`config.mk`:
```
export PLATFORM = sky130hd
export DESIGN_NAME = shift_issue_queue_flat
export DESIGN_NICKNAME = d
export VERILOG_FILES = /design/src/rtl/shift_issue_queue_if.sv /design/src/rtl/shift_issue_queue.sv /design/src/flat_wrapper.sv
export SDC_FILE = /design/constraint.sdc
export NUM_CORES = 1
export LEC_CHECK = 0
export BUFFER_PORTS_ARGS = -buffer_cell sky130_fd_sc_hd__buf_2
export CAP_MARGIN = 20
export CELL_PAD_IN_SITES_DETAIL_PLACEMENT = 0
export CELL_PAD_IN_SITES_GLOBAL_PLACEMENT = 1
export CORE_ASPECT_RATIO = 1.25
export CORE_MARGIN = 8
export CORE_UTILIZATION = 46
export DETAILED_ROUTE_END_ITERATION = 6
export PLACE_DENSITY_LB_ADDON = 0.3
export REMOVE_ABC_BUFFERS = 1
export SETUP_SLACK_MARGIN = 0.3
export SKIP_CTS_REPAIR_TIMING = 1
export SYNTH_ARGS = -nofsm -noshare
export SYNTH_HDL_FRONTEND = slang
export SYNTH_SLANG_ARGS = --single-unit
```
`constraint.sdc`:
```
create_clock -name i_clk -period 14.2 [get_ports i_clk]
set_clock_uncertainty 0.1 [all_clocks]
set_input_delay 0.71 -clock i_clk [delete_from_list [all_inputs] [get_ports i_clk]]
set_output_delay 0.71 -clock i_clk [all_outputs]
set_load 0.01 [all_outputs]
```
`src/rtl/shift_issue_queue_if.sv`:
```
// Dispatch-in / execute-out handshake bundle for the shift issue queue.
// Latency: none, pure wiring.
// Backpressure: dispatch_ready throttles dispatch; execute_ready stalls the issued op.
interface shift_issue_queue_if #(
    parameter int INFO_DW = 144,
    parameter int TW      = 7
);
    logic               dispatch_valid;
    logic               dispatch_ready;
    logic [INFO_DW-1:0] dispatch_info;
    logic [TW-1:0]      dispatch_rs1;
    logic [TW-1:0]      dispatch_rs2;
    logic               dispatch_use_rs2;
    logic               execute_valid;
    logic               execute_ready;
    logic [INFO_DW-1:0] execute_info;
    logic [TW-1:0]      execute_rs1;
    logic [TW-1:0]      execute_rs2;

    // Environment side: produces dispatches, consumes issued ops
    modport master (
        output dispatch_valid, dispatch_info, dispatch_rs1, dispatch_rs2, dispatch_use_rs2,
        output execute_ready,
        input  dispatch_ready,
        input  execute_valid, execute_info, execute_rs1, execute_rs2
    );

    // Queue side
    modport slave (
        input  dispatch_valid, dispatch_info, dispatch_rs1, dispatch_rs2, dispatch_use_rs2,
        input  execute_ready,
        output dispatch_ready,
        output execute_valid, execute_info, execute_rs1, execute_rs2
    );
endinterface

```
`src/rtl/shift_issue_queue.sv`:
```
// Age-ordered compacting issue queue for shift micro-ops; issues the oldest ready entry.
// Latency: dispatch at edge N -> selectable in cycle N+1 -> execute_valid at edge N+2.
// Backpressure: dispatch_ready drops when full; issue output holds while execute_ready is low.
module shift_issue_queue #(
    parameter int DEPTH   = 4,
    parameter int INFO_DW = 144,
    parameter int RNBIT   = 2
) (
    input  logic                         i_clk,
    input  logic                         i_rstn,
    input  logic                         i_flush,
    input  logic [32*(2**RNBIT)-1:0]     i_wbLog_qout,
    output logic [$clog2(DEPTH+1)-1:0]   o_queue_count,
    shift_issue_queue_if.slave           bus
);
    localparam int TW = 5 + RNBIT;
    localparam int SW = $clog2(DEPTH);
    localparam int CW = $clog2(DEPTH+1);

    // Entry storage; entry 0 is the oldest, entries 0..count-1 are live
    logic [INFO_DW-1:0] r_info [DEPTH];
    logic [TW-1:0]      r_rs1  [DEPTH];
    logic [TW-1:0]      r_rs2  [DEPTH];
    logic [DEPTH-1:0]   r_use2;
    logic [CW-1:0]      r_count;

    // Issue output register
    logic               r_exe_vld;
    logic [INFO_DW-1:0] r_exe_info;
    logic [TW-1:0]      r_exe_rs1;
    logic [TW-1:0]      r_exe_rs2;

    logic [DEPTH-1:0]   w_rdy;
    logic [SW-1:0]      w_sel;
    logic               w_any;
    logic               w_pop;
    logic               w_acc;
    logic               w_dready;
    logic [SW-1:0]      w_wr_idx;

    // Readiness is recomputed every cycle from the live writeback log, never latched
    always_comb begin
        w_rdy = '0;
        for (int i = 0; i < DEPTH; i++) begin
            w_rdy[i] = (CW'(i) < r_count) && i_wbLog_qout[r_rs1[i]] &&
                       (!r_use2[i] || i_wbLog_qout[r_rs2[i]]);
        end
    end

    // Oldest ready entry = lowest ready index
    always_comb begin
        w_sel = '0;
        w_any = 1'b0;
        for (int i = DEPTH-1; i >= 0; i--) begin
            if (w_rdy[i]) begin
                w_any = 1'b1;
                w_sel = SW'(i);
            end
        end
    end

    // Dispatch readiness looks only at registered occupancy, no pop bypass
    assign w_dready = (r_count != CW'(DEPTH));
    assign w_acc    = bus.dispatch_valid && w_dready;
    assign w_pop    = w_any && (!r_exe_vld || bus.execute_ready);
    // New entry lands behind the survivors: one slot lower when an entry leaves this cycle
    assign w_wr_idx = SW'(r_count) - SW'(w_pop);

    assign bus.dispatch_ready = w_dready;
    assign bus.execute_valid  = r_exe_vld;
    assign bus.execute_info   = r_exe_info;
    assign bus.execute_rs1    = r_exe_rs1;
    assign bus.execute_rs2    = r_exe_rs2;
    assign o_queue_count      = r_count;

    // Payload storage: close the gap left by a pop, then append the dispatched op.
    // Writes during flush/reset are harmless because the count is cleared.
    always_ff @(posedge i_clk) begin
        if (w_pop) begin
            for (int i = 0; i < DEPTH-1; i++) begin
                if (SW'(i) >= w_sel) begin
                    r_info[i] <= r_info[i+1];
                    r_rs1[i]  <= r_rs1[i+1];
                    r_rs2[i]  <= r_rs2[i+1];
                    r_use2[i] <= r_use2[i+1];
                end
            end
        end
        if (w_acc) begin
            r_info[w_wr_idx] <= bus.dispatch_info;
            r_rs1[w_wr_idx]  <= bus.dispatch_rs1;
            r_rs2[w_wr_idx]  <= bus.dispatch_rs2;
            r_use2[w_wr_idx] <= bus.dispatch_use_rs2;
        end
    end

    // Occupancy and issue register; reset beats flush beats normal operation
    always_ff @(posedge i_clk) begin
        if (!i_rstn) begin
            r_count    <= '0;
            r_exe_vld  <= 1'b0;
            r_exe_info <= '0;
            r_exe_rs1  <= '0;
            r_exe_rs2  <= '0;
        end else if (i_flush) begin
            r_count   <= '0;
            r_exe_vld <= 1'b0;
        end else begin
            r_count <= r_count + CW'(w_acc) - CW'(w_pop);
            if (w_pop) begin
                r_exe_vld  <= 1'b1;
                r_exe_info <= r_info[w_sel];
                r_exe_rs1  <= r_rs1[w_sel];
                r_exe_rs2  <= r_rs2[w_sel];
            end else if (bus.execute_ready) begin
                r_exe_vld <= 1'b0;
            end
        end
    end
endmodule

```
`src/flat_wrapper.sv`:
```
// flat-port wrapper written by rule: the top's interface ports become plain ports
module shift_issue_queue_flat 
#(
    parameter int DEPTH   = 4,
    parameter int INFO_DW = 144,
    parameter int RNBIT   = 2
)
  (i_clk, i_rstn, i_flush, i_wbLog_qout, o_queue_count, bus_dispatch_valid, bus_dispatch_info, bus_dispatch_rs1, bus_dispatch_rs2, bus_dispatch_use_rs2, bus_execute_ready, bus_dispatch_ready, bus_execute_valid, bus_execute_info, bus_execute_rs1, bus_execute_rs2);
  shift_issue_queue_if #(.INFO_DW(INFO_DW), .TW((7))) bus_i ();
  input  logic i_clk;
  input  logic i_rstn;
  input  logic i_flush;
  input  logic [32*(2**RNBIT)-1:0] i_wbLog_qout;
  output logic [$clog2(DEPTH+1)-1:0] o_queue_count;
  input wire logic [$bits(bus_i.dispatch_valid)-1:0] bus_dispatch_valid;
  input wire logic [$bits(bus_i.dispatch_info)-1:0] bus_dispatch_info;
  input wire logic [$bits(bus_i.dispatch_rs1)-1:0] bus_dispatch_rs1;
  input wire logic [$bits(bus_i.dispatch_rs2)-1:0] bus_dispatch_rs2;
  input wire logic [$bits(bus_i.dispatch_use_rs2)-1:0] bus_dispatch_use_rs2;
  input wire logic [$bits(bus_i.execute_ready)-1:0] bus_execute_ready;
  output wire logic [$bits(bus_i.dispatch_ready)-1:0] bus_dispatch_ready;
  output wire logic [$bits(bus_i.execute_valid)-1:0] bus_execute_valid;
  output wire logic [$bits(bus_i.execute_info)-1:0] bus_execute_info;
  output wire logic [$bits(bus_i.execute_rs1)-1:0] bus_execute_rs1;
  output wire logic [$bits(bus_i.execute_rs2)-1:0] bus_execute_rs2;
  assign bus_i.dispatch_valid = bus_dispatch_valid;
  assign bus_i.dispatch_info = bus_dispatch_info;
  assign bus_i.dispatch_rs1 = bus_dispatch_rs1;
  assign bus_i.dispatch_rs2 = bus_dispatch_rs2;
  assign bus_i.dispatch_use_rs2 = bus_dispatch_use_rs2;
  assign bus_i.execute_ready = bus_execute_ready;
  assign bus_dispatch_ready = bus_i.dispatch_ready;
  assign bus_execute_valid = bus_i.execute_valid;
  assign bus_execute_info = bus_i.execute_info;
  assign bus_execute_rs1 = bus_i.execute_rs1;
  assign bus_execute_rs2 = bus_i.execute_rs2;
  shift_issue_queue #(.DEPTH(DEPTH), .INFO_DW(INFO_DW), .RNBIT(RNBIT)) u_core (.i_clk(i_clk), .i_rstn(i_rstn), .i_flush(i_flush), .i_wbLog_qout(i_wbLog_qout), .o_queue_count(o_queue_count), .bus(bus_i));
endmodule
```
# Yosys cells after proc, flatten, opt, wreduce, memory -nomap -nowiden
# Memory sizes are Yosys's and may differ from the RTL's. A register that Yosys moved wholly into a read port is not among the register bits.
# Index checks and enable logic that the tools add are counted.
# Widths: inputs -> output; s select.
# totals
regBits	8
ram_bits	632
output_inout_bits	163
memories	3
# memory_table
name	depth	width	rd	rd_clocked_by_memory_dff	wr	line_no	text
u_core.r_info	4	144	4	1	4	shift_issue_queue.sv:21	logic [INFO_DW-1:0] r_info [DEPTH];
u_core.r_rs1	4	7	5	1	4	shift_issue_queue.sv:22	logic [TW-1:0] r_rs1 [DEPTH];
u_core.r_rs2	4	7	5	1	4	shift_issue_queue.sv:23	logic [TW-1:0] r_rs2 [DEPTH];
# classes
addsub	3
n_lt_le_gt_ge	17
eq_ne	1
n_mux	45
bitwise	2
n_reduce_logical	27
# op_table
operator	n
$lt 7x8->1 const B	8
$bmux 1 s7	8
$mux 1	29
$logic_and 1x1->1	11
$logic_not 1->1	8
$mux 2	4
$lt 1x3->1 const A	2
$lt 2x3->1 const A	2
$mux 3	2
$logic_or 1x1->1	5
$bwmux 4	1
$ge 1x2->1 const A	2
$add 3x1->3	1
$lt 2x3->1 const B	1
$ne 3x3->1 const B	1
$sub 3x1->3	1
$demux 1 s2	1
$ge 2x1->1 const B	1
$ge 2x2->1 const A	1
$not 1->1	2
$reduce_and 2->1	1
$reduce_bool 2->1	1
$reduce_or 2->1	1
$sub 2x1->2	1

# Longest topological paths before layout
# Gate-level depths: netlist of the first run.
# An unclocked memory read counts as a cell.
# depth
word_depth	17
ltp_mapped	21
depth_no_buf	15

# Least setup slack after synthesis of the first run
# OpenSTA, ideal clock, no wires.
# synth_timing
path_kind	register to register
startpoint	memory u_core.r_rs1[3][2]
endpoint	memory u_core.r_info[3][0] (enable)
arrival_ns	14.152
t_required_ns	13.227
path_slack_ns	-0.925
stages_incl_launch_ff	15
path_buffers	3
synth_period_minus_slack_ns	15.125
cell_sequence	edfxtp_1 clkbuf_1 clkbuf_1 mux4_2 mux4_2 or3_1 nand4_1 o22ai_1 o311a_1 a211oi_2 clkbuf_1 nor2_1 ha_1 xnor2_1 nor3_1
# synth_lines
item	line_no
start, declared	shift_issue_queue.sv:22
end, declared	shift_issue_queue.sv:21

==> flow_metrics.tcl, run 1 <==
set metrics [dict create \
    reg2reg_from "u_core.r_rs1[1][0]" \
    grtUsageTotal_pct 27.6 \
    cp_data_arrival_time_ns 7.94 \
    hpwl_mm 95.1 \
    synth_edf_count 633 \
    critical_path_class "reg2reg" \
    p_seq_share_pct 35.9 \
    clock_latency_ns 0.64 \
    dr.pass1.iters 7 \
    syn2layout_area_growth_pct 12.3 \
    endpoint_kind "flop" \
    layout.nets 3453 \
    worst_slew_pin_slew_ns 1.21 \
    crit_path_frequent_cell "buf_4" \
    die_h_um 362 \
    grt_first_pass_wirelength_mm 221 \
    grt_start_max_net_pins 160 \
    max-cap-violations 0 \
    rsz0062_at_grt "no" \
    setup_viol 0 \
    synth-adder-area-share_pct 0.187 \
    peakVddDrop_mv 0.380 \
    antenna_found_initial 61 \
    rrSetupSlack_ns 6.40 \
    clkPwrFrac_pct 15.0 \
    total_power_mw 14.2 \
    hold_class "in2reg" \
    synth_top_family_by_area "multiplexers" \
    ys_seq_elements 798 \
    max_slew_margin_pct 19.3 \
    failed_checks "design-rule violations" \
    path_cells "buf_4, mux4_1, mux4_2, nand3_1, o211ai_2, a2111oi_4, o32ai_2, a211oi_4, nor2_1, ha_1, xnor2_1, nand3_4, nand2_4, buf_4, buf_4" \
    p_per_area_nw_per_um2 287 \
    ios 455 \
    cts-root-buf "clkbuf_16" \
    fin_area_um2 49500 \
    syn-cell-area_um2 44100 \
    globalRouteMet3Util_pct 7.07 \
    async_reset_ff_share_pct 0 \
    io_buffer_count 454 \
    num_vias 30500 \
    cts_sinks 798 \
    start_kind "flop" \
    swShare_pct 40.5 \
    switching_power_mw 5.75 \
    drt_iter0_markers 2762 \
    drv_slew 0 \
    synth_xor_area_share_pct 0.0397 \
    timing.final.crit_period_ns 7.80 \
    routabilityCongestion 0.976 \
    fp.dieW_um 293 \
    n_fill_cell 7925 \
    drcViolationCount 1 \
    postPlaceCellArea_um2 46800 \
    final_common_cell "edfxtp_1" \
    pwr-share-comb_pct 49.2 \
    core_um2 95500 \
    grt_util_met2_pct 45.3 \
    synth.distinct_cells 76 \
    power.internal_mw 8.46 \
    hold-path-cell-count 1 \
    wl_per_cell_um 33.6 \
    final_cell_mix "edfxtp_1 (633), mux2_2 (482), buf_2 (452), mux2i_1 (395), mux4_2 (245)" \
    synth_ff_type "edfxtp_1" \
    htree_levels 3 \
    synth_simple_gate_area_share_pct 2.16 \
    required_ns 14.34 \
    r2r-end "u_core.r_info[0][137]" \
    fmax_mhz 128 \
    p_leak_nw 16.7 \
    rows 127 \
    busiest_layer "met2" \
    hold_end "u_core.r_info[3][108]" \
    worstRegToRegCells 15 \
    crit_slowest_cell "buf_4" \
    cts_buffers 79 \
    synth_area_per_cell_um2 15.5 \
    yosysWarnings 0 \
    ant_nets 0 \
    start_util_pct 46.2 \
    drt_wl_total_mm 153 \
    gr-usage-met1_pct 34.5 \
    via_per_inst 6.71 \
    fin_crit_sh_pct 55.0 \
    die_area_um2 106000 \
    outcome "finished with violations" \
    hp-start "bus_dispatch_info[108]" \
    synthCells 2852 \
    cts_tree "done" \
    synthMuxAreaShare_pct 34.5 \
    cp_max_fo 48 \
    cp_top_family "buffers and inverters" \
    clkSlewWorstSetupHoldPaths_ns 0.07 \
    crit_start "u_core.r_rs1[1][0]" \
    synth_compound_area_share_pct 8.46 \
    crit_path_max_incr_delay_ns 0.74 \
    overflow 0 \
    ys_seq_area_share_pct 50.6 \
    worst-path-buf-inv 3 \
    cts.path.max_buffers 3 \
    hold_viol_final 0 \
    grt_pass1_vias 31500 \
    drive_above_1_share_pct 42.7 \
]
[Yosys cell counts (12+ instances only)]
cell type  count  area [µm²]
buf_12        25         500
mux2_2       482        5430
mux4_2       245        5520
dfxtp_1      165        3300
nand2_1       33         124
nor2_1        25        93.8
a22oi_1       21         158
o21ai_0       12        60.1
nor2b_1       20         125
a21oi_1       18        90.1
clkbuf_1     152         571
buf_2         61         305
buf_4         13        97.6
o221ai_1     151        1320
edfxtp_1     633       19000
o311ai_0     160        1400
inv_1         18        67.6
nand3_1       28         140
nand2b_1      16         100
mux2i_1      395        3950
mux4_1        12         315
[layer usage]
layer	share of wire, %	routed length, µm
met1	38	58600
met2	49	74700
met4	4.1	6320
met3	8.4	12900
met5	0.15	233
[worst max path at each step]
stage	endpoint	slack (ns)	depth (start not counted)
CTS	u_core.r_info[0][39]	6.39	15
finish	u_core.r_info[0][137]	6.40	15
detailed placement	u_core.r_info[0][45]	6.44	15
floorplan	u_core.r_info[2][0]	-12.80	12
global route	u_core.r_info[0][137]	6.09	15
global placement	u_core.r_info[0][45]	6.43	15
[state kept, by name (all words and copies together), names as in the netlist]
register	cells
u_core.bus.execute_info	144
u_core.bus.execute_rs1	7
u_core.bus.execute_rs2	7
u_core.bus.execute_valid	1
u_core.o_queue_count	3
u_core.r_info	576
u_core.r_rs1	28
u_core.r_rs2	28
u_core.r_use2	4
[layout make-up]
class | instances | area [µm²] | share of cell area [%]
inverters | 19 | 71.3 | 0.144
clock inverters | 36 | 413 | 0.834
repair buffers | 504 | 2750 | 5.56
well taps | 1290 | 1610 | 3.26
flip-flops and latches | 798 | 22300 | 45.1
multi-input cells | 1753 | 20100 | 40.6
diodes | 35 | 87.6 | 0.177
clock buffers | 112 | 2180 | 4.41
[cell families after synthesis]
kind of cell	count (synthesis)
mux	1134
flops	798
compound gates	437
buf+inv	301
simple gates	174
fa+ha+maj	6
xor+xnor	2
[metrics by stage]
stage	hold WS [ns]	cells	worst slack (ns)	util (%)	TNS (ns)
2_1_floorplan	0.389	2570	-12.80	-	-3579.25
3_3_place_gp	0.425	4363	6.43	49.0	0
3_5_place_dp	0.432	4364	6.44	49.0	0
4_1_cts	0.151	4512	6.39	51.8	0
5_1_grt	0.173	4533	6.09	51.8	0
6_report	0.184	4547	6.40	51.9	0
[power by group through the flow]
stage / Clock, mW / Combinational (mW) / Sequential, mW
6_report: 2.13 / 6.99 / 5.10
5_1_grt: 2.25 / 7.37 / 5.19
4_1_cts: 2.16 / 7.05 / 5.08
3_5_place_dp: 0 / 7.02 / 5.11
3_3_place_gp: 0 / 6.94 / 5.04
2_1_floorplan: 0 / 4.88 / 5.62
Power figures use the tool's default switching activity.
==> run 2: changes to the inputs <==
Settings changed: CORE_UTILIZATION 46 to 50.
Clock period 14.2 ns to 7.4 ns, I/O delays scaled along.
==> flow_metrics.tcl, run 2 (synthesized netlist as in run 1, its figures left out) <==
set metrics [dict create \
    setup_viol 0 \
    hold-path-cell-count 3 \
    cts-root-buf "clkbuf_16" \
    final.setup.tns_ns 0 \
    syn2layout_area_growth_pct 17.1 \
    worst_slew_pin_slew_ns 1.17 \
    drt_iter0_markers 3321 \
    critical_path_class "reg2reg" \
    worst-path-buf-inv 2 \
    rsz0062_at_grt "no" \
    p_per_area_nw_per_um2 541 \
    timing.final.crit_period_ns 6.36 \
    drv_slew 0 \
    grtUsageTotal_pct 29.7 \
    core_um2 87200 \
    max_slew_margin_pct 22.1 \
    overflow 0 \
    fmax_mhz 157 \
    final_common_cell "edfxtp_1" \
    final_cell_mix "edfxtp_1 (633), mux2_2 (482), buf_2 (452), mux2i_1 (395), mux4_2 (245)" \
    path_cells "buf_4, mux4_2, mux4_2, o2111ai_1, nand4_1, o21ai_1, o32ai_2, a211oi_4, nor2_1, ha_1, xnor2_1, and3_4, buf_12, mux2_2" \
    antenna_found_initial 17 \
    wl_met1_mm 56.7 \
    io_buffer_count 454 \
    hold_viol_final 0 \
    crit_slowest_cell "edfxtp_1" \
    cp_top_family "multiplexers" \
    post-place-cells 4279 \
    clock_latency_ns 0.64 \
    layout.cells.non_filler 4605 \
    drcViolationCount 0 \
    required_ns 7.67 \
    max_flop_register "u_core.r_info" \
    hold_class "in2reg" \
    endpoint_kind "flop" \
    start_kind "flop" \
    layout.nets 3652 \
    max-cap-violations 0 \
    worstRegToRegCells 14 \
    cp_max_fo 109 \
    fp.dieW_um 282 \
    rows 121 \
    cts.path.max_buffers 3 \
    via_per_inst 6.84 \
    cp_num_cells 14 \
    drt_wl_total_mm 152 \
    peakVddDrop_mv 0.972 \
    outcome "finished clean" \
    cp_data_arrival_time_ns 6.63 \
    start_util_pct 50.6 \
    routabilityCongestion 1.00 \
    total_power_mw 27.9 \
    crit_path_max_incr_delay_ns 1.00 \
    clkSlewWorstSetupHoldPaths_ns 0.06 \
    grt_first_pass_wirelength_mm 219 \
    die_area_um2 98000 \
    ios 455 \
    hpwl_mm 99.0 \
    cts_sinks 798 \
    htree_levels 3 \
    wl_met3_mm 12.7 \
    drive_above_1_share_pct 41.5 \
    p_leak_nw 17.7 \
    largest_register_ffs 576 \
    cts_tree "done" \
    die_h_um 348 \
    top_layer "met5" \
    fin_crit_sh_pct 85.9 \
    wl_met2_mm 75.0 \
    ant_nets 0 \
    dr.pass1.iters 7 \
    grt_pass1_vias 31500 \
    wl_per_cell_um 32.9 \
    crit_path_frequent_cell "mux4_2" \
    num_vias 31500 \
    grt_start_max_net_pins 160 \
    cts_buffers 81 \
]
run 2: routing by layer:
layer / vias up / global-route usage, %
met5: - / 0
met4: 2 / 14.7
met3: 335 / 6.74
met2: 1786 / 48.8
met1: 16300 / 36.8
li1: 13100 / -
run 2: power by group:
| group | switching (mW) | leakage, nW | internal [mW] | total [mW] |
|---|---|---|---|---|
| Clock | 1.76 | 1.32 | 2.44 | 4.19 |
| Sequential | 1.41 | 7.20 | 8.42 | 9.83 |
| Combinational | 8.01 | 9.22 | 5.90 | 13.9 |
| Total | 11.2 | 17.7 | 16.8 | 27.9 |
run 2: area by class of cell:
cell class	instances	area, µm²
Sequential cell	798	22300
Inverter	19	71.3
Fill cell	6732	35600
Clock buffer	110	2270
Multi-Input combinational cell	1753	20100
Tap cell	1168	1460
Clock inverter	39	420
Antenna cell	17	42.5
Timing Repair Buffer	701	4950
run 2: metrics by stage:
stage / setup WS [ns] / util (%) / hold slack [ns] / cell area, µm²
4_1_cts: 1.04 / 57.3 / -0.203 / 49900
2_1_floorplan: -19.60 / - / 0.369 / 42400
3_5_place_dp: 1.01 / 54.2 / 0.434 / 47300
3_3_place_gp: 1.10 / 54.2 / 0.424 / 47300
6_report: 1.04 / 59.2 / 0.129 / 51600
5_1_grt: 0.999 / 59.2 / 0.138 / 51600
run 2: worst register-to-register path: stages (launching register included):
cell       delay (ns)
edfxtp_1         1.00
buf_4            0.37
mux4_2           0.34
mux4_2           0.52
o2111ai_1        0.31
nand4_1          0.24
o21ai_1          0.32
o32ai_2          0.24
a211oi_4         0.32
nor2_1           0.10
ha_1             0.25
xnor2_1          0.46
and3_4           0.33
buf_12           0.42
mux2_2           0.79
run 2: worst paths after layout:
check / startpoint / endpoint / slack (ns)
setup / recovery: u_core.r_rs2[0][2] / u_core.r_info[1][111] / 1.04
hold / removal: bus_execute_ready / u_core.bus.execute_valid / 0.13
setup reg to reg: u_core.r_rs2[0][2] / u_core.r_info[1][111] / 1.04
hold reg to reg: u_core.r_info[0][106] / u_core.bus.execute_info[106] / 0.44
